<file path="src/rtl/double_to_long.sv">
// double_to_long: iterative IEEE-754 double to signed 64-bit integer.
// Ports: clk, rst_n, input_a/_stb/_ack (in), output_z/_stb/_ack (out).
module double_to_long (
  input  logic        clk,
  input  logic        rst_n,
  input  logic [63:0] input_a,
  input  logic        input_a_stb,
  output logic        input_a_ack,
  output logic [63:0] output_z,
  output logic        output_z_stb,
  input  logic        output_z_ack
);

  typedef enum logic [2:0] {
    GET_A,
    UNPACK,
    SHIFT,
    NEGATE,
    PUT_Z
  } state_t;

  localparam logic [63:0] MIN_LONG = 64'h8000_0000_0000_0000;

  state_t      state_q, state_d;
  logic [63:0] a_q, a_d;
  logic [63:0] m_q, m_d;
  logic [5:0]  cnt_q, cnt_d;
  logic        sign_q, sign_d;
  logic [63:0] z_q, z_d;
  logic        zstb_q, zstb_d;
  logic        aack_q, aack_d;

  logic signed [11:0] e;
  logic               under;
  logic               over;

  // Unbiased exponent of the held operand, plus the two
  // range classes that bypass the shifter.
  assign e     = $signed({1'b0, a_q[62:52]}) - 12'sd1023;
  assign under = e < 12'sd0;
  assign over  = e >= 12'sd63;

  always_ff @(posedge clk or negedge rst_n) begin
    if (!rst_n) begin
      state_q <= GET_A;
      a_q     <= '0;
      m_q     <= '0;
      cnt_q   <= '0;
      sign_q  <= 1'b0;
      z_q     <= '0;
      zstb_q  <= 1'b0;
      aack_q  <= 1'b0;
    end else begin
      state_q <= state_d;
      a_q     <= a_d;
      m_q     <= m_d;
      cnt_q   <= cnt_d;
      sign_q  <= sign_d;
      z_q     <= z_d;
      zstb_q  <= zstb_d;
      aack_q  <= aack_d;
    end
  end

  always_comb begin
    state_d = state_q;
    a_d     = a_q;
    m_d     = m_q;
    cnt_d   = cnt_q;
    sign_d  = sign_q;
    z_d     = z_q;
    zstb_d  = zstb_q;
    aack_d  = aack_q;

    unique case (state_q)
      GET_A: begin
        aack_d = 1'b1;
        if (aack_q && input_a_stb) begin
          a_d     = input_a;
          aack_d  = 1'b0;
          state_d = UNPACK;
        end
      end

      UNPACK: begin
        sign_d = a_q[63];
        m_d    = {1'b1, a_q[51:0], 11'b0};
        // Only meaningful when 0 <= e <= 62, giving 1..63.
        cnt_d  = 6'd63 - e[5:0];
        if (under) begin
          z_d     = '0;
          zstb_d  = 1'b1;
          state_d = PUT_Z;
        end else if (over) begin
          z_d     = MIN_LONG;
          zstb_d  = 1'b1;
          state_d = PUT_Z;
        end else begin
          state_d = SHIFT;
        end
      end

      SHIFT: begin
        if (cnt_q != 6'd0) begin
          m_d   = m_q >> 1;
          cnt_d = cnt_q - 6'd1;
        end else begin
          state_d = NEGATE;
        end
      end

      NEGATE: begin
        z_d     = sign_q ? (~m_q + 64'd1) : m_q;
        zstb_d  = 1'b1;
        state_d = PUT_Z;
      end

      PUT_Z: begin
        if (output_z_ack) begin
          zstb_d  = 1'b0;
          aack_d  = 1'b1;
          state_d = GET_A;
        end
      end

      default: begin
        state_d = GET_A;
      end
    endcase
  end

  assign input_a_ack  = aack_q;
  assign output_z     = z_q;
  assign output_z_stb = zstb_q;

endmodule

</file>
<file path="config.mk">
export PLATFORM = sky130hd
export DESIGN_NAME = double_to_long
export DESIGN_NICKNAME = d
export VERILOG_FILES = /design/src/rtl/double_to_long.sv
export SDC_FILE = /design/constraint.sdc
export NUM_CORES = 1
export LEC_CHECK = 0
export CORE_UTILIZATION = 39
export CTS_CLUSTER_SIZE = 40
export DETAILED_ROUTE_END_ITERATION = 10
export GPL_ROUTABILITY_DRIVEN = 0
export PLACE_DENSITY = 0.66
export SLEW_MARGIN = 10
export SYNTH_ARGS = -nofsm -noshare
export SYNTH_HDL_FRONTEND = slang
export SYNTH_SLANG_ARGS = --single-unit
</file>
<file path="constraint.sdc">
create_clock -name clk -period 2.4 [get_ports clk]
set_input_delay 0.36 -clock clk [delete_from_list [all_inputs] [get_ports clk]]
set_output_delay 0.36 -clock clk [all_outputs]
set_load 0.005 [all_outputs]
</file>
# Yosys cells after proc, flatten, opt, wreduce, memory -nomap -nowiden
# Cells that the tools add are included.
# totals
in_bits	68
elab_cells	58
output_inout_bits	66
register_bits	204
# classes
n_mux	21
n_eq_ne	9
bitwise	1
order_cmp	2
add_sub_neg	4
reduce_logical	13
# op_table
cell	n
$mux W64	4
$pmux W64 S2	2
$add A64 B1 Y64 const B	1
$not A64 Y64	1
$mux W3	5
$pmux W3 S5	1
$ge A12 B7 Y1 const B	1
$lt A12 B1 Y1 const B	1
$pmux W6 S2	1
$sub A11 B10 Y12 const B	1
$ne A2 B2 Y1 const B	4
$reduce_and A2 Y1	4
$eq A3 B2 Y1 const B	2
$mux W6	1
$reduce_and A3 Y1	2
$reduce_bool A2 Y1	3
$reduce_bool A6 Y1	1
$sub A6 B1 Y6 const B	1
$sub A6 B6 Y6 const A	1
$mux W1	5
$eq A3 B1 Y1 const B	1
$eq A3 B3 Y1 const B	1
$logic_not A3 Y1	1
$ne A3 B3 Y1 const B	1
other kinds (4)	4

# Longest topological paths before layout
# Gate-level depths: netlist of the first run.
# depth
word_depth	5
depth_mapped	10
mapped_depth_nobuf	8

# Least setup slack after synthesis of the first run
# OpenSTA, ideal clock, no wires.
# synth_path
kind	register to register
startpoint	register m_q[42]
endpoint	register z_q[62] (netlist: output_z[62])
arrival_time_ns	2.552
synth_period_minus_slack_ns	2.676
setup_time_ns	0.124
n_path_buf	2
path_slack_ns	-0.276
required_ns	2.276
path_stages_with_launch	9
path_cell_list	dfrtp_1 > buf_6 > or4_4 > buf_6 > or3_1 > or4_4 > nor4_4 > a211oi_1 > a211o_1
# synth_between
elab_chain_cells	4
# synth_lines
element	line_no	rtl
from (decl)	26	logic [63:0] m_q, m_d;
from (signal assigned)	56	m_q <= m_d;
$not A64 Y64	113	z_d = sign_q ? (~m_q + 64'd1) : m_q;
$add A64 B1 Y64	113	
$mux W64	113	
$pmux W64 S2	75	unique case (state_q)
to (signal assigned)	59	z_q <= z_d;
to (decl)	29	logic [63:0] z_q, z_d;
# Every way passes these cells.
# A chain may end at the register's enable or synchronous reset.

# Final worst setup path of the first run
# layout_path
startpoint	register m_q[17]
endpoint	register z_q[30] (netlist: output_z[30])
# Same word-level chain as after synthesis.

==> summary.txt, run 1 <==
Synthesis
  • Cell count after synthesis: 1064
  • XOR/XNOR Fraction of Synth Area: 3.535%
  • Mean Syn Cell Area: 10.01 µm²
  • Post-synth EDFFs: 0
  • Post-synth cell types: 66
  • Simple-gate portion of the synthesized area: 15.74%
  • Main combinational cell family by area after synthesis: simple AND/OR/NAND/NOR gates
  • Synth Area in Compound Gates: 15.56%
  • Seq/Total Area, Yosys: 47.92%
  • Adder-cell share of the synthesized area: 0.5872%
  • Top FF cell, synth: dfrtp_1
  • Syn. warnings: 0
  • FF+latch count, synth: 204
  • Cell area after synthesis: 10650 µm²
  • Net Count, Synth: 1137
  • Async SR Flop Fraction: 100.0%
  • Mux cell area share after synthesis: 12.31%

Drt
  • DR pass1 iterations: 5
  • DRT iter0 DRCs: 705
  • Post-Route WL: 30.73 mm
  • Drt via density: 5.628
  • Post-route ant nets: 0
  • Drt drc: 0
  • Routed length per placed instance: 18.90 µm
  • Via Count: 9151

Floorplanning
  • Die area: 27980 µm²
  • Core outline area: 26880 µm²
  • Initial Util: 39.64%
  • Die Ht: 167.3 µm
  • Die X: 167.3 µm
  • Ports: 134
  • Placement Rows: 60

Place
  • Placed Cells: 1565
  • Final HPWL DP: 21.15 mm
  • DP Worst Slack: -151.9 ps
  • I/O Buffers: 133

Cells and area
  • Final cell count without fillers: 1626
  • Layout area overhead: 36.58%
  • Post-Route Utilization: 54.14%
  • Number of diodes: 0
  • Fraction of layout cells with a size suffix above 1: 24.51%
  • Nets: 1340
  • Filler Cell Count: 2353

STA
  • FMAX: 397.0 MHz
  • # setup viols final: 10
  • RSZ-0062 raised after global routing: true
  • Setup_tns: -472.8 ps
  • Worst setup slack after layout: -118.7 ps
  • Worst Tran Pin Value: 600.3 ps
  • Slew Viols, Final: 0
  • Clock skew: 13.97 ps
  • Final worst-path cycle share: 104.9%
  • Rel. slew slack: 59.61%
  • Final hold vios: 0
  • Tmin final: 2519 ps

Power
  • Pwr dens: 1181 nW/µm²
  • Leakage: 6.162 nW
  • Worst VDD drop: 0.0005595 V

Clock tree
  • Root buffer cell: clkbuf_16
  • CTS Buf Count: 24
  • TritonCTS clock tree: done
  • TritonCTS Sinks: 204
  • CTS max path bufs: 3
  • Clock-pin transition on the worst setup and hold timing paths: 60 ps
  • Latest clock arrival within the worst-skew pair: 520 ps
  • H-tree depth: 1

Critical path
  • Reg2reg path depth: 7
  • Critical-path cell list: or3_4 -> or4_4 -> or3_4 -> buf_4 -> o41a_1 -> xor2_1 -> a22o_1
  • Reg-to-reg critical path startpoint: m_q[17]
  • Nature of the critical path startpoint: flop
  • CP arrival: 2920 ps
  • Crit path largest cell delay: 460 ps
  • CP delay by family, top: simple AND/OR/NAND/NOR gates
  • Reg2reg end: output_z[30]
  • Reg-to-reg slack, setup: -120 ps
  • Most common cell on crit path: or3_4
  • Setup crit end kind: flop
  • WP data required: 2810 ps
  • Worst path slowest cell: or4_4
  • Worst-path fanout max: 4
  • CP Buf/Inv Count: 1
  • Critical setup path kind: flop to flop

Global route
  • Initial antenna violation count: 0
  • Vias in the first global route: 9010
  • First-pass GRT wire length: 49.45 mm
  • Grt ovf: 0
  • Largest net degree at the start of global routing: 71
  • GRT Overall Usage: 22.10%

Run status
  • Status: finished with violations
  • Failing checks: setup timing

Min path
  • Worst min path class: input port to async pin

Flow run
  • MaxCap Viol Count: 0
-- report_power, final --
| part | internal [mW] | switching, mW |
|---|---|---|
| Combinational | 3.71 | 3.93 |
| Sequential | 4.66 | 1.14 |
| Clock | 2.27 | 1.48 |
-- cells in the mapped netlist, drive strengths merged, types with 3 or more instances --
cell     count  area (µm²)
a211o       16       140.1
mux2        64       720.7
o32ai        3       26.28
dfrtp      204        5105
or2          3       18.77
nand4       20       131.4
or4          8       78.82
o21ai       98       494.2
and2         3       18.77
nor3        33       165.2
o311ai       4       35.03
mux2i       59       590.6
ha           5       62.56
a21oi       18       90.09
nor2        47       176.4
nand3       20       100.1
inv         17       63.81
and3         6       37.54
nor4        23       177.7
o2bb2ai      5       43.79
xnor2       35       306.5
xor2         8       70.07
o22ai        8       50.05
nand2      129       486.7
a22o        36       315.3
buf         14       100.1
a211oi       5       37.54
o31ai       15       112.6
or3         22       145.1
a21o         4       30.03
nor3b        3       22.52
clkbuf      80       300.3
o41ai        6       60.06
a31oi       11       68.82
nand2b       6       37.54
-- cell families after synthesis --
group,Yosys count
buf+inv,111
xor+xnor,43
compound gates,246
mux,123
simple gates,332
flops,204
fa+ha+maj,5
-- area by class of cell --
type	count	area, µm²	area share (%)
Clock buffer	33	705.7	4.850
Clock inverter	11	117.6	0.8083
Inverter	17	63.81	0.4385
Multi-Input combinational cell	750	5478	37.64
Sequential cell	204	5110	35.12
Tap cell	341	426.7	2.932
Timing Repair Buffer	270	2650	18.21
-- through the flow --
stage          hold WS, ps  power [mW]  area, µm²
2_1_floorplan        64.41       9.852      10740
3_3_place_gp         413.0       12.56      13170
3_5_place_dp         407.8       12.71      13170
4_1_cts              385.5       16.91      14330
5_1_grt              409.3       18.22      14550
6_report             400.5       17.19      14550
-- worst max-delay path by stage --
stage	start	end	slack, ps	cells past startpoint
after CTS	m_q[17]	output_z[30]	-100	7
after global placement	m_q[17]	output_z[61]	-120	8
after floorplan	m_q[14]	output_z[63]	-170	7
after global routing	m_q[17]	output_z[30]	-170	7
final	m_q[17]	output_z[30]	-120	7
after detailed placement	m_q[17]	output_z[63]	-150	7
-- layer usage --
| layer | routed length, µm | vias up | track usage, % |
|---|---|---|---|
| met5 | 0 | - | 0 |
| met1 | 13470 | 4485 | 30.27 |
| met2 | 14410 | 326 | 35.65 |
| met3 | 1925 | 65 | 3.687 |
| li1 | - | 4275 | - |
| met4 | 915 | 0 | 7.060 |
-- state kept, by name (all words and copies together) (netlist names) --
signal	count
a_q	64
m_q	64
output_z	64
cnt_q	6
state_q	3
input_a_ack	1
output_z_stb	1
sign_q	1
-- worst register-to-register path: stages, from the launching register on --
cell	delay (ps)
dfrtp_1	380
or3_4	400
or4_4	460
or3_4	360
buf_4	160
o41a_1	310
xor2_1	150
a22o_1	190
-- placed cells by master (no fill, tap or decap), types with 17 or more instances in the layout --
cell type        instances
mux2i_1                 59
nand3_1                 18
nor2_1                  44
nand4_1                 19
nor4_1                  17
inv_1                   17
nand2_1                127
mux2_2                  64
buf_4                  109
a22o_1                  36
clkdlybuf4s50_1        132
dfrtp_1                200
xnor2_1                 35
clkbuf_16               27
nor3_1                  28
o21ai_0                 92
-- repair_timing --
action | CTS | global route
cloned | 4 | 2
endpoints found under the hold margin | 59 | 0
hold buffers | 1 | 0
setup endpoints to repair | 65 | 72
pin swaps | 9 | 28
resized for setup | 36 | 30
setup buffers | 9 | 3
No activity file was read; power rests on OpenSTA's default activity.
==> run 2, diff against run 1 <==
Settings changed: SLEW_MARGIN 10 to 25.
==> results of run 2 <==
Same layout as run 1: the final DEF is identical, and so are final timing and power.
